File: src/rtl/grid_arb_pkg.sv
// -----------------------------------------------------------------------------
// grid_arb_pkg
// Shared definitions for the grid input arbiter: the arbitration FSM state
// type and the default grid packet width.
// Optional feature macro used by this slice: GRID_ARB_STATS_EN.
// -----------------------------------------------------------------------------
package grid_arb_pkg;

  localparam int unsigned GRID_PACKET_WIDTH = 30;

  typedef enum logic [1:0] {
    IDLE = 2'd0,
    GNT0 = 2'd1,
    GNT1 = 2'd2
  } arb_state_e;

endpackage

File: src/rtl/grid_arb_stats.sv
// -----------------------------------------------------------------------------
// grid_arb_stats
// Per-source statistics: a saturating running count of forwarded reads and a
// frame register that captures the running count on each tick (the running
// count restarts from zero at the same time).
// Only present when GRID_ARB_STATS_EN is defined; without it the file is
// empty so that no stray counter module exists in the build.
// Ports:
//   clk        in   clock, rising edge
//   reset_n    in   synchronous active-low reset
//   tick       in   frame boundary pulse
//   inc        in   one forwarded read this cycle
//   frame_cnt  out  count captured at the last tick
// -----------------------------------------------------------------------------
`ifdef GRID_ARB_STATS_EN
module grid_arb_stats #(
  parameter int unsigned CNT_WIDTH = 16
) (
  input  logic                 clk,
  input  logic                 reset_n,
  input  logic                 tick,
  input  logic                 inc,
  output logic [CNT_WIDTH-1:0] frame_cnt
);

  logic [CNT_WIDTH-1:0] run_q;
  logic [CNT_WIDTH-1:0] frame_q;

  // Running counter with saturation, captured and cleared on tick.
  always_ff @(posedge clk) begin
    if (!reset_n) begin
      run_q   <= {CNT_WIDTH{1'b0}};
      frame_q <= {CNT_WIDTH{1'b0}};
    end else if (tick) begin
      frame_q <= run_q;
      run_q   <= {CNT_WIDTH{1'b0}};
    end else if (inc && (run_q != {CNT_WIDTH{1'b1}})) begin
      run_q   <= run_q + CNT_WIDTH'(1);
    end else begin
      run_q   <= run_q;
    end
  end

  assign frame_cnt = frame_q;

endmodule
`endif

File: src/rtl/grid_input_arbiter.sv
// -----------------------------------------------------------------------------
// grid_input_arbiter
// Shares the grid's single packet input between two one-cycle-latency source
// FIFOs (0: load_packet stream, 1: CSR packet FIFO). Round-robin grants with a
// bounded burst length, reads blocked during tick, returned words steered by
// the registered grant, and a sticky flag for reads requested while empty.
// Optional feature: GRID_ARB_STATS_EN adds per-source per-frame read counters;
// without it frame_cnt0/1 are constant zero.
// Ports:
//   clk, reset_n               clock, synchronous active-low reset
//   tick                       grid tick pulse
//   src{0,1}_empty/_packet     source FIFO status and read data (1-cycle latency)
//   src{0,1}_ren               read enables to the sources
//   ren_to_input_buffer        grid read request
//   input_buffer_empty         empty indication to the grid
//   packet_in                  packet to the grid
//   arb_error                  sticky protocol error
//   frame_cnt{0,1}             reads per source in the last tick frame
// -----------------------------------------------------------------------------
module grid_input_arbiter
  import grid_arb_pkg::*;
#(
  parameter int unsigned PACKET_WIDTH = GRID_PACKET_WIDTH,
  parameter int unsigned MAX_BURST    = 16,
  parameter int unsigned CNT_WIDTH    = 16
) (
  input  logic                    clk,
  input  logic                    reset_n,
  input  logic                    tick,
  input  logic                    src0_empty,
  input  logic                    src1_empty,
  input  logic [PACKET_WIDTH-1:0] src0_packet,
  input  logic [PACKET_WIDTH-1:0] src1_packet,
  output logic                    src0_ren,
  output logic                    src1_ren,
  input  logic                    ren_to_input_buffer,
  output logic                    input_buffer_empty,
  output logic [PACKET_WIDTH-1:0] packet_in,
  output logic                    arb_error,
  output logic [CNT_WIDTH-1:0]    frame_cnt0,
  output logic [CNT_WIDTH-1:0]    frame_cnt1
);

  // The burst counter holds reads already done in this grant (0..MAX_BURST-1).
  localparam int unsigned BW = (MAX_BURST > 1) ? $clog2(MAX_BURST) : 1;
  localparam logic [BW-1:0] BURST_LAST = BW'(MAX_BURST - 1);

  arb_state_e    state_q;
  logic          rr_q;
  logic [BW-1:0] burst_q;
  logic          valid_q;   // a read was forwarded last cycle
  logic          sel_q;     // source granted for that read
  logic          err_q;

  logic granted_s, gnt_sel_s, cur_empty_s, oth_empty_s;
  logic active_s, rd_s, ibe_s, leave_s, rr_empty_s, pick_s;

  // Decode the current grant into "own" and "other" source views.
  always_comb begin
    granted_s   = 1'b0;
    gnt_sel_s   = 1'b0;
    cur_empty_s = 1'b1;
    oth_empty_s = 1'b1;
    case (state_q)
      GNT0: begin
        granted_s   = 1'b1;
        gnt_sel_s   = 1'b0;
        cur_empty_s = src0_empty;
        oth_empty_s = src1_empty;
      end
      GNT1: begin
        granted_s   = 1'b1;
        gnt_sel_s   = 1'b1;
        cur_empty_s = src1_empty;
        oth_empty_s = src0_empty;
      end
      default: begin
        granted_s   = 1'b0;
        gnt_sel_s   = 1'b0;
        cur_empty_s = 1'b1;
        oth_empty_s = 1'b1;
      end
    endcase
  end

  // Reads are also held off while reset is asserted so no word is consumed
  // from a source that will never be returned.
  assign active_s = granted_s & reset_n;
  assign rd_s     = active_s & ren_to_input_buffer & ~cur_empty_s & ~tick;
  assign ibe_s    = ~active_s | cur_empty_s | tick;
  assign leave_s  = cur_empty_s | tick | (rd_s & (burst_q == BURST_LAST));

  // From IDLE, prefer the rr source and fall back to the other one.
  assign rr_empty_s = rr_q ? src1_empty : src0_empty;
  assign pick_s     = rr_empty_s ? ~rr_q : rr_q;

  assign src0_ren           = rd_s & ~gnt_sel_s;
  assign src1_ren           = rd_s &  gnt_sel_s;
  assign input_buffer_empty = ibe_s;

  // Arbitration FSM with round-robin pointer and burst counter.
  always_ff @(posedge clk) begin
    if (!reset_n) begin
      state_q <= IDLE;
      rr_q    <= 1'b0;
      burst_q <= {BW{1'b0}};
    end else begin
      case (state_q)
        IDLE: begin
          if (!tick && !(src0_empty && src1_empty)) begin
            state_q <= pick_s ? GNT1 : GNT0;
            burst_q <= {BW{1'b0}};
          end else begin
            state_q <= IDLE;
          end
        end
        GNT0, GNT1: begin
          if (leave_s) begin
            rr_q    <= ~gnt_sel_s;
            burst_q <= {BW{1'b0}};
            if (!oth_empty_s && !tick) begin
              state_q <= gnt_sel_s ? GNT0 : GNT1;
            end else begin
              state_q <= IDLE;
            end
          end else if (rd_s) begin
            burst_q <= burst_q + BW'(1);
          end else begin
            burst_q <= burst_q;
          end
        end
        default: begin
          state_q <= IDLE;
          burst_q <= {BW{1'b0}};
        end
      endcase
    end
  end

  // Return path: remember which source answers next cycle; sticky error.
  always_ff @(posedge clk) begin
    if (!reset_n) begin
      valid_q <= 1'b0;
      sel_q   <= 1'b0;
      err_q   <= 1'b0;
    end else begin
      valid_q <= rd_s;
      sel_q   <= gnt_sel_s;
      err_q   <= err_q | (ren_to_input_buffer & ibe_s);
    end
  end

  assign packet_in = valid_q ? (sel_q ? src1_packet : src0_packet)
                             : {PACKET_WIDTH{1'b0}};
  assign arb_error = err_q;

`ifdef GRID_ARB_STATS_EN
  grid_arb_stats #(.CNT_WIDTH(CNT_WIDTH)) u_stats0 (
    .clk       (clk),
    .reset_n   (reset_n),
    .tick      (tick),
    .inc       (src0_ren),
    .frame_cnt (frame_cnt0)
  );

  grid_arb_stats #(.CNT_WIDTH(CNT_WIDTH)) u_stats1 (
    .clk       (clk),
    .reset_n   (reset_n),
    .tick      (tick),
    .inc       (src1_ren),
    .frame_cnt (frame_cnt1)
  );
`else
  assign frame_cnt0 = {CNT_WIDTH{1'b0}};
  assign frame_cnt1 = {CNT_WIDTH{1'b0}};
`endif

endmodule

File: config.mk
export PLATFORM = sky130hd
export DESIGN_NAME = grid_input_arbiter
export DESIGN_NICKNAME = d
export VERILOG_FILES = /design/src/rtl/grid_arb_pkg.sv /design/src/rtl/grid_arb_stats.sv /design/src/rtl/grid_input_arbiter.sv
export SDC_FILE = /design/constraint.sdc
export NUM_CORES = 1
export LEC_CHECK = 0
export ABC_CLOCK_PERIOD_IN_PS = 1450
export CAP_MARGIN = 20
export CORE_AREA = 2 2 74 76
export DETAILED_ROUTE_END_ITERATION = 8
export DIE_AREA = 0 0 76 78
export MAX_ROUTING_LAYER = met4
export PLACE_DENSITY = 0.86
export SYNTH_ARGS = -nofsm -noshare
export SYNTH_HDL_FRONTEND = slang
export SYNTH_SLANG_ARGS = --single-unit
File: constraint.sdc
create_clock -name clk -period 1.45 [get_ports clk]
set_input_delay 0.29 -clock clk [delete_from_list [all_inputs] [get_ports clk]]
set_output_delay 0.29 -clock clk [all_outputs]
set_load 0.02 [all_outputs]
# [Word-level counts from Yosys, hierarchy flattened]
# Index checks and enable logic that the tools add are counted.
[op_classes] reduce_logical=10 shifts=0 n_eq_ne=6 muxes=18 addsub=1 multipliers=0 n_lt_le_gt_ge=0 bitwise_logic=18 div_mod_pow=0
[ops] operator="30-bit 2-to-1 mux" count=2
[ops] operator="4-bit 2-to-1 mux" count=3
[ops] operator="2-bit 2-to-1 mux" count=5
[ops] operator="1-bit AND" count=8
[ops] operator="4-bit one-hot mux with 2 select lines" count=1
[ops] operator="1-bit inverter" count=5
[ops] operator="1-bit OR" count=5
[ops] operator="4-bit by 1-bit adder with 4-bit output, second input constant" count=1
[ops] operator="4-bit equality test, second input constant" count=1
[ops] operator="1-bit 2-to-1 mux" count=4
[ops] operator="1-bit one-hot mux with 2 select lines" count=2
[ops] operator="2-bit one-hot mux with 2 select lines" count=1
[ops] operator="2-bit AND reduction" count=2
[ops] operator="1-bit logical AND" count=3
[ops] operator="1-bit zero test" count=3
[ops] operator="3-bit by 1-bit inequality test with 1-bit output, second input constant" count=1
[ops] operator="2-bit by 1-bit equality test with 1-bit output, second input constant" count=1
[ops] operator="2-bit equality test, second input constant" count=1
[ops] operator="2-bit zero test" count=1
[ops] operator="2-bit by 1-bit inequality test with 1-bit output, second input constant" count=1
[ops] operator="2-bit inequality test, second input constant" count=1
[ops] operator="2-bit OR reduction" count=1
[totals] register_bits=10 rom_bits=0 input_bits=66 ramBits=0 out_inout_bits=66 latch_bits=0 mem_count=0 elab_cells=59

# [Logic depth before layout (Yosys ltp)]
[depth] depth_word=11 mapped_depth=7

# [Worst setup path before layout]
# No wires, ideal clock.
[synth_timing] kind="register to output" start="register state_q[1]" end="output port src0_ren" arrival_time_ns=1.638 path_stages_with_launch=7 slack_ns=-0.478 path_buffers=1 required_time_ns=1.160 cell_sequence="dfxtp_1 > inv_1 > ha_1 > and2b_1 > buf_4 > nand3_2 > nor3_1"
[synth_between] elab_chain_len=8 elab_cells_between_ends=13
[synth_lines] item="start: declaration" line="grid_input_arbiter.sv:48" rtl="arb_state_e state_q;"
[synth_lines] item="start signal: assignment" line="grid_input_arbiter.sv:111" rtl="state_q <= pick_s ? GNT1 : GNT0;"
[synth_lines] item="start signal: assignment" line="grid_input_arbiter.sv:122" rtl="state_q <= gnt_sel_s ? GNT0 : GNT1;"
[synth_lines] item="2-bit by 1-bit equality test with 1-bit output / 2-bit equality test (equally long branches)" line="grid_input_arbiter.sv:64" rtl="case (state_q)"
[synth_lines] item="2-bit OR reduction (no line)"
[synth_lines] item="1-bit 2-to-1 mux" line="grid_input_arbiter.sv:64"
[synth_lines] item="1-bit AND" line="grid_input_arbiter.sv:88" rtl="assign active_s = granted_s & reset_n;"
[synth_lines] item="1-bit AND (3 in series)" line="grid_input_arbiter.sv:89" rtl="assign rd_s = active_s & ren_to_input_buffer & ~cur_empty_s & ~tick;"
[synth_lines] item="1-bit AND (*)" line="grid_input_arbiter.sv:97" rtl="assign src0_ren = rd_s & ~gnt_sel_s;"
[synth_lines] item="end: declaration" line="grid_input_arbiter.sv:34" rtl="output logic src0_ren,"
# Every way passes the cells marked *; elsewhere a longest branch is shown, timed or not.

# [Final worst setup path]
[layout_timing] start="register state_q[0]" end="output port input_buffer_empty"
[layout_between] elab_chain_len=7 elab_cells_between_ends=9
[layout_lines] item="2-bit by 1-bit equality test with 1-bit output / 2-bit equality test (equally long branches)" line="grid_input_arbiter.sv:64"
[layout_lines] item="2-bit OR reduction (no line)"
[layout_lines] item="1-bit 2-to-1 mux" line="grid_input_arbiter.sv:64"
[layout_lines] item="1-bit AND" line="grid_input_arbiter.sv:88"
[layout_lines] item="1-bit inverter" line="grid_input_arbiter.sv:90" rtl="assign ibe_s = ~active_s | cur_empty_s | tick;"
[layout_lines] item="1-bit OR (*) (2 in series)" line="grid_input_arbiter.sv:90"
[layout_lines] item="end: declaration" line="grid_input_arbiter.sv:37" rtl="output logic input_buffer_empty,"
# Marks and branches as above.

==> metrics.md <==
| Metric | Value |
|---|---|
| DR vias/cell | `4.37` |
| Crit share post-route | `119%` |
| Wirelength per Cell | `between 10 and 15 µm` |
| Vias in the first global route | `1467` |
| Hold_sp | `arb_error` |
| Yosys top cell area share | `21.7%` |
| Crit path required time | `1.16 ns` |
| GRT Total Usage | `14.7%` |
| Synth async-reset ratio | `0%` |
| Total Wirelength | `just under 5000 µm` |
| Detail Route Antenna Nets | `0` |
| Die Span Y | `78 µm` |
| DRT Pass-1 Iters | `5` |
| Pin count of the biggest net entering global routing | `18` |
| Area of the die | `5930 µm²` |
| CTS buffer count | `3` |
| Met2 Use GR | `about 27%` |
| Leakage | `1.19 nW` |
| Compound-Gate Fraction of Synth Area | `about an eighth` |
| IO buf count | `just under 100` |
| First-pass GRT wire length | `about 7100 µm` |
| Final Hold Viols | `0` |
| DP Area | `2530 µm²` |
| Top Usage Layer GRT | `met2` |
| Post-Synth Adder-Cell Area | `4.53%` |
| WHS Path Cells | `2` |
| Synth top area cells | `mux2i_1, buf_4, dfxtp_1` |
| CTS sink cnt | `10` |
| Remaining global-route overflow | `0` |
| Worst r2r path cells | `8` |
| H-Tree Depth | `1` |
| HPWL after detailed placement | `roughly 3600 µm` |
| Share of cells above drive strength 1 | `35.8%` |
| Synthesis-stage register bit count | `10` |
| Slew Limit Fails | `0` |
| Initial core utilization | `27.4%` |
| Vias | `1613` |
| Maximum Capacitance Violations | `0` |
| Peak VDD IR | `0.000931 V` |
| Initial antenna violation count | `0` |
| Post-layout nets | `between 300 and 400` |
| Rows | `26` |
| Core area | `5040 µm²` |
| Post-Syn Area | `1380 µm²` |
| Setup crit end kind | `output port` |
| Hold Buf Count CTS | `0` |
| Final Power | `1.29 mW` |
| Fmax | `578 MHz` |
| Routability congestion estimate from global placement | `~0.82` |
| Die X | `76 µm` |
| CP Class | `reg -> out` |
| Non-Filler Instances | `369` |
| Setup_tns | `-3.80 ns` |
| Diode count | `0` |
| PwrDens | `461 nW/µm²` |
| Failing checks | `negative setup slack` |
| Area leader, netlist | `mux2i_1` |
| Worst Path Max Fanout | `3` |
| Iteration-0 DRC count of the detailed router | `33` |
| Post-Synth XOR/XNOR Area | `0%` |
| Crit start category | `flip-flop` |
| Fin area | `between 2000 and 3000 µm²` |
| Cell variety after synth | `32` |
| Yosys warns | `0` |
| Top-count cell post-synth | `buf_4` |
| Unrepaired setup endpoints after global routing | `yes` |
| Placed insts | `around 350` |
| Worst-skew pair later-pin latency | `0.23 ns` |
| Skew final | `0.00188 ns` |
| Synth cell count leaders | `buf_4, nor2b_1, mux2i_1, nand2_1, dfxtp_1` |
| Top FF cell, synth | `dfxtp_1` |
| M1 GR Usage | `16.9%` |
| FILL cells | `465` |
| Layout area overhead | `102%` |
| Post-synthesis simple-gate area fraction | `about a quarter` |
| CTS tree | `done` |
| Flop-to-flop setup slack | `-0.18 ns` |
| CTS Buffer Depth | `2` |
| Worst Path Arrival | `between 1 and 1.5 ns` |
| Cells after Synth | `about 170` |
| Met3 usage | `roughly 4.1%` |
| Sequential fraction of the synthesis area | `14.5%` |
| Run status | `finished, violations left` |
| R2r startpoint | `state_q[0]` |
| # IOs | `132` |
| Post-synth EDFFs | `0` |
| Post-synthesis mux area share | `~22%` |
| Worst-path clk slew | `around 0.040 ns` |
| Setup violators final | `36` |
| Final worst slack | `-0.280 ns` |
| Largest family of logic cells by synthesized area | `simple AND/OR/NAND/NOR gates` |
| Worst r2r dst | `burst_q[1]` |
| Worst Hold Class | `reg -> reg` |
| Final core utilization | `55.4%` |
| Synthesized area per cell | `approximately 8.1 µm²` |
| Post-route DRC violation count | `0` |
| WHS Endpoint | `arb_error` |
| Final worst path period need | `1.73 ns` |
| Root buf cell | `clkbuf_8` |
[what timing repair did]
action                                  4_1_cts  5_1_grt
buffers inserted                              6        5
cloned                                        1        2
endpoints found under the setup margin       40       41
resized for setup                           164       41
pin swaps                                     8        6
[critical path, stage by stage, from the launching register on]
cell     delay (ns)
dfxtp_2        0.33
inv_2          0.05
ha_4           0.26
and2b_2        0.18
buf_6          0.11
nand4_1        0.11
buf_4          0.18
[sequential cells by signal, summed over array words and instances (netlist names)]
signal / count
sel_q: 1
rr_q: 1
burst_q: 4
valid_q: 1
state_q: 2
arb_error: 1
[cells by family (layout without fill, tap and decap cells)]
| family | Yosys count | count (layout) |
|---|---|---|
| adders and majority gates | 5 | 5 |
| buffers and inverters | 45 | 142 |
| other | 1 | 32 |
| and+or+nand+nor | 61 | 61 |
| muxes | 30 | 30 |
| DFF | 10 | 10 |
| AOI/OAI and AO/OA | 19 | 19 |
[through the flow]
stage	setup slack (ns)	hold slack, ns
floorplan	-0.162	0.431
global placement	-0.709	0.459
detailed placement	-0.713	0.497
CTS	-0.279	0.512
global route	-0.338	0.536
finish	-0.280	0.498
[how the worst max path moves through the flow]
stage / cells after the start / endpoint / slack, ns / startpoint
2_1_floorplan: 6 / src1_ren / -0.16 / state_q[1]
3_5_place_dp: 5 / src1_ren / -0.71 / tick
4_1_cts: 6 / input_buffer_empty / -0.28 / state_q[0]
6_report: 6 / input_buffer_empty / -0.28 / state_q[0]
3_3_place_gp: 5 / src1_ren / -0.71 / tick
5_1_grt: 6 / src1_ren / -0.34 / state_q[1]
[report_power, final]
part / switching, mW / internal (mW)
combinational: 0.321 / 0.389
sequential: 0.0138 / 0.291
clock: 0.0920 / 0.180
[layout make-up]
cell class	count	area (µm²)	area share [%]
clock buffers	3	41.3	1.48
inverters	4	15.0	0.538
multi-input cells	147	1170	42.0
flip-flops and latches	10	208	7.44
well taps	70	87.6	3.14
repair buffers	135	1270	45.4
[placed cells by master (no fill, tap or decap), types with 2 or more instances in the layout]
cell	count
buf_4	47
nand2_2	2
nand2_1	8
nor2_1	4
buf_2	6
mux2i_1	27
ha_1	3
conb_1	32
mux2i_2	2
inv_1	2
buf_6	12
clkbuf_8	3
dfxtp_2	3
a21oi_2	2
nand4_1	4
nand2_4	2
o22ai_2	2
nor2b_1	31
clkdlybuf4s50_1	63
dlymetal6s2s_1	2
dfxtp_1	6
a32o_1	3
clkbuf_16	2
inv_2	2
nor3_4	2
[routing by layer]
layer / part of all wire, % / wire (µm) / vias to the layer above
li1: - / - / 786
met1: 39 / 1900 / 757
met2: 54 / 2640 / 70
met3: 6.9 / 336 / 0
met4: 0 / 0 / 0
met5: 0 / 0 / -
No activity file was read; power rests on OpenSTA's default activity.
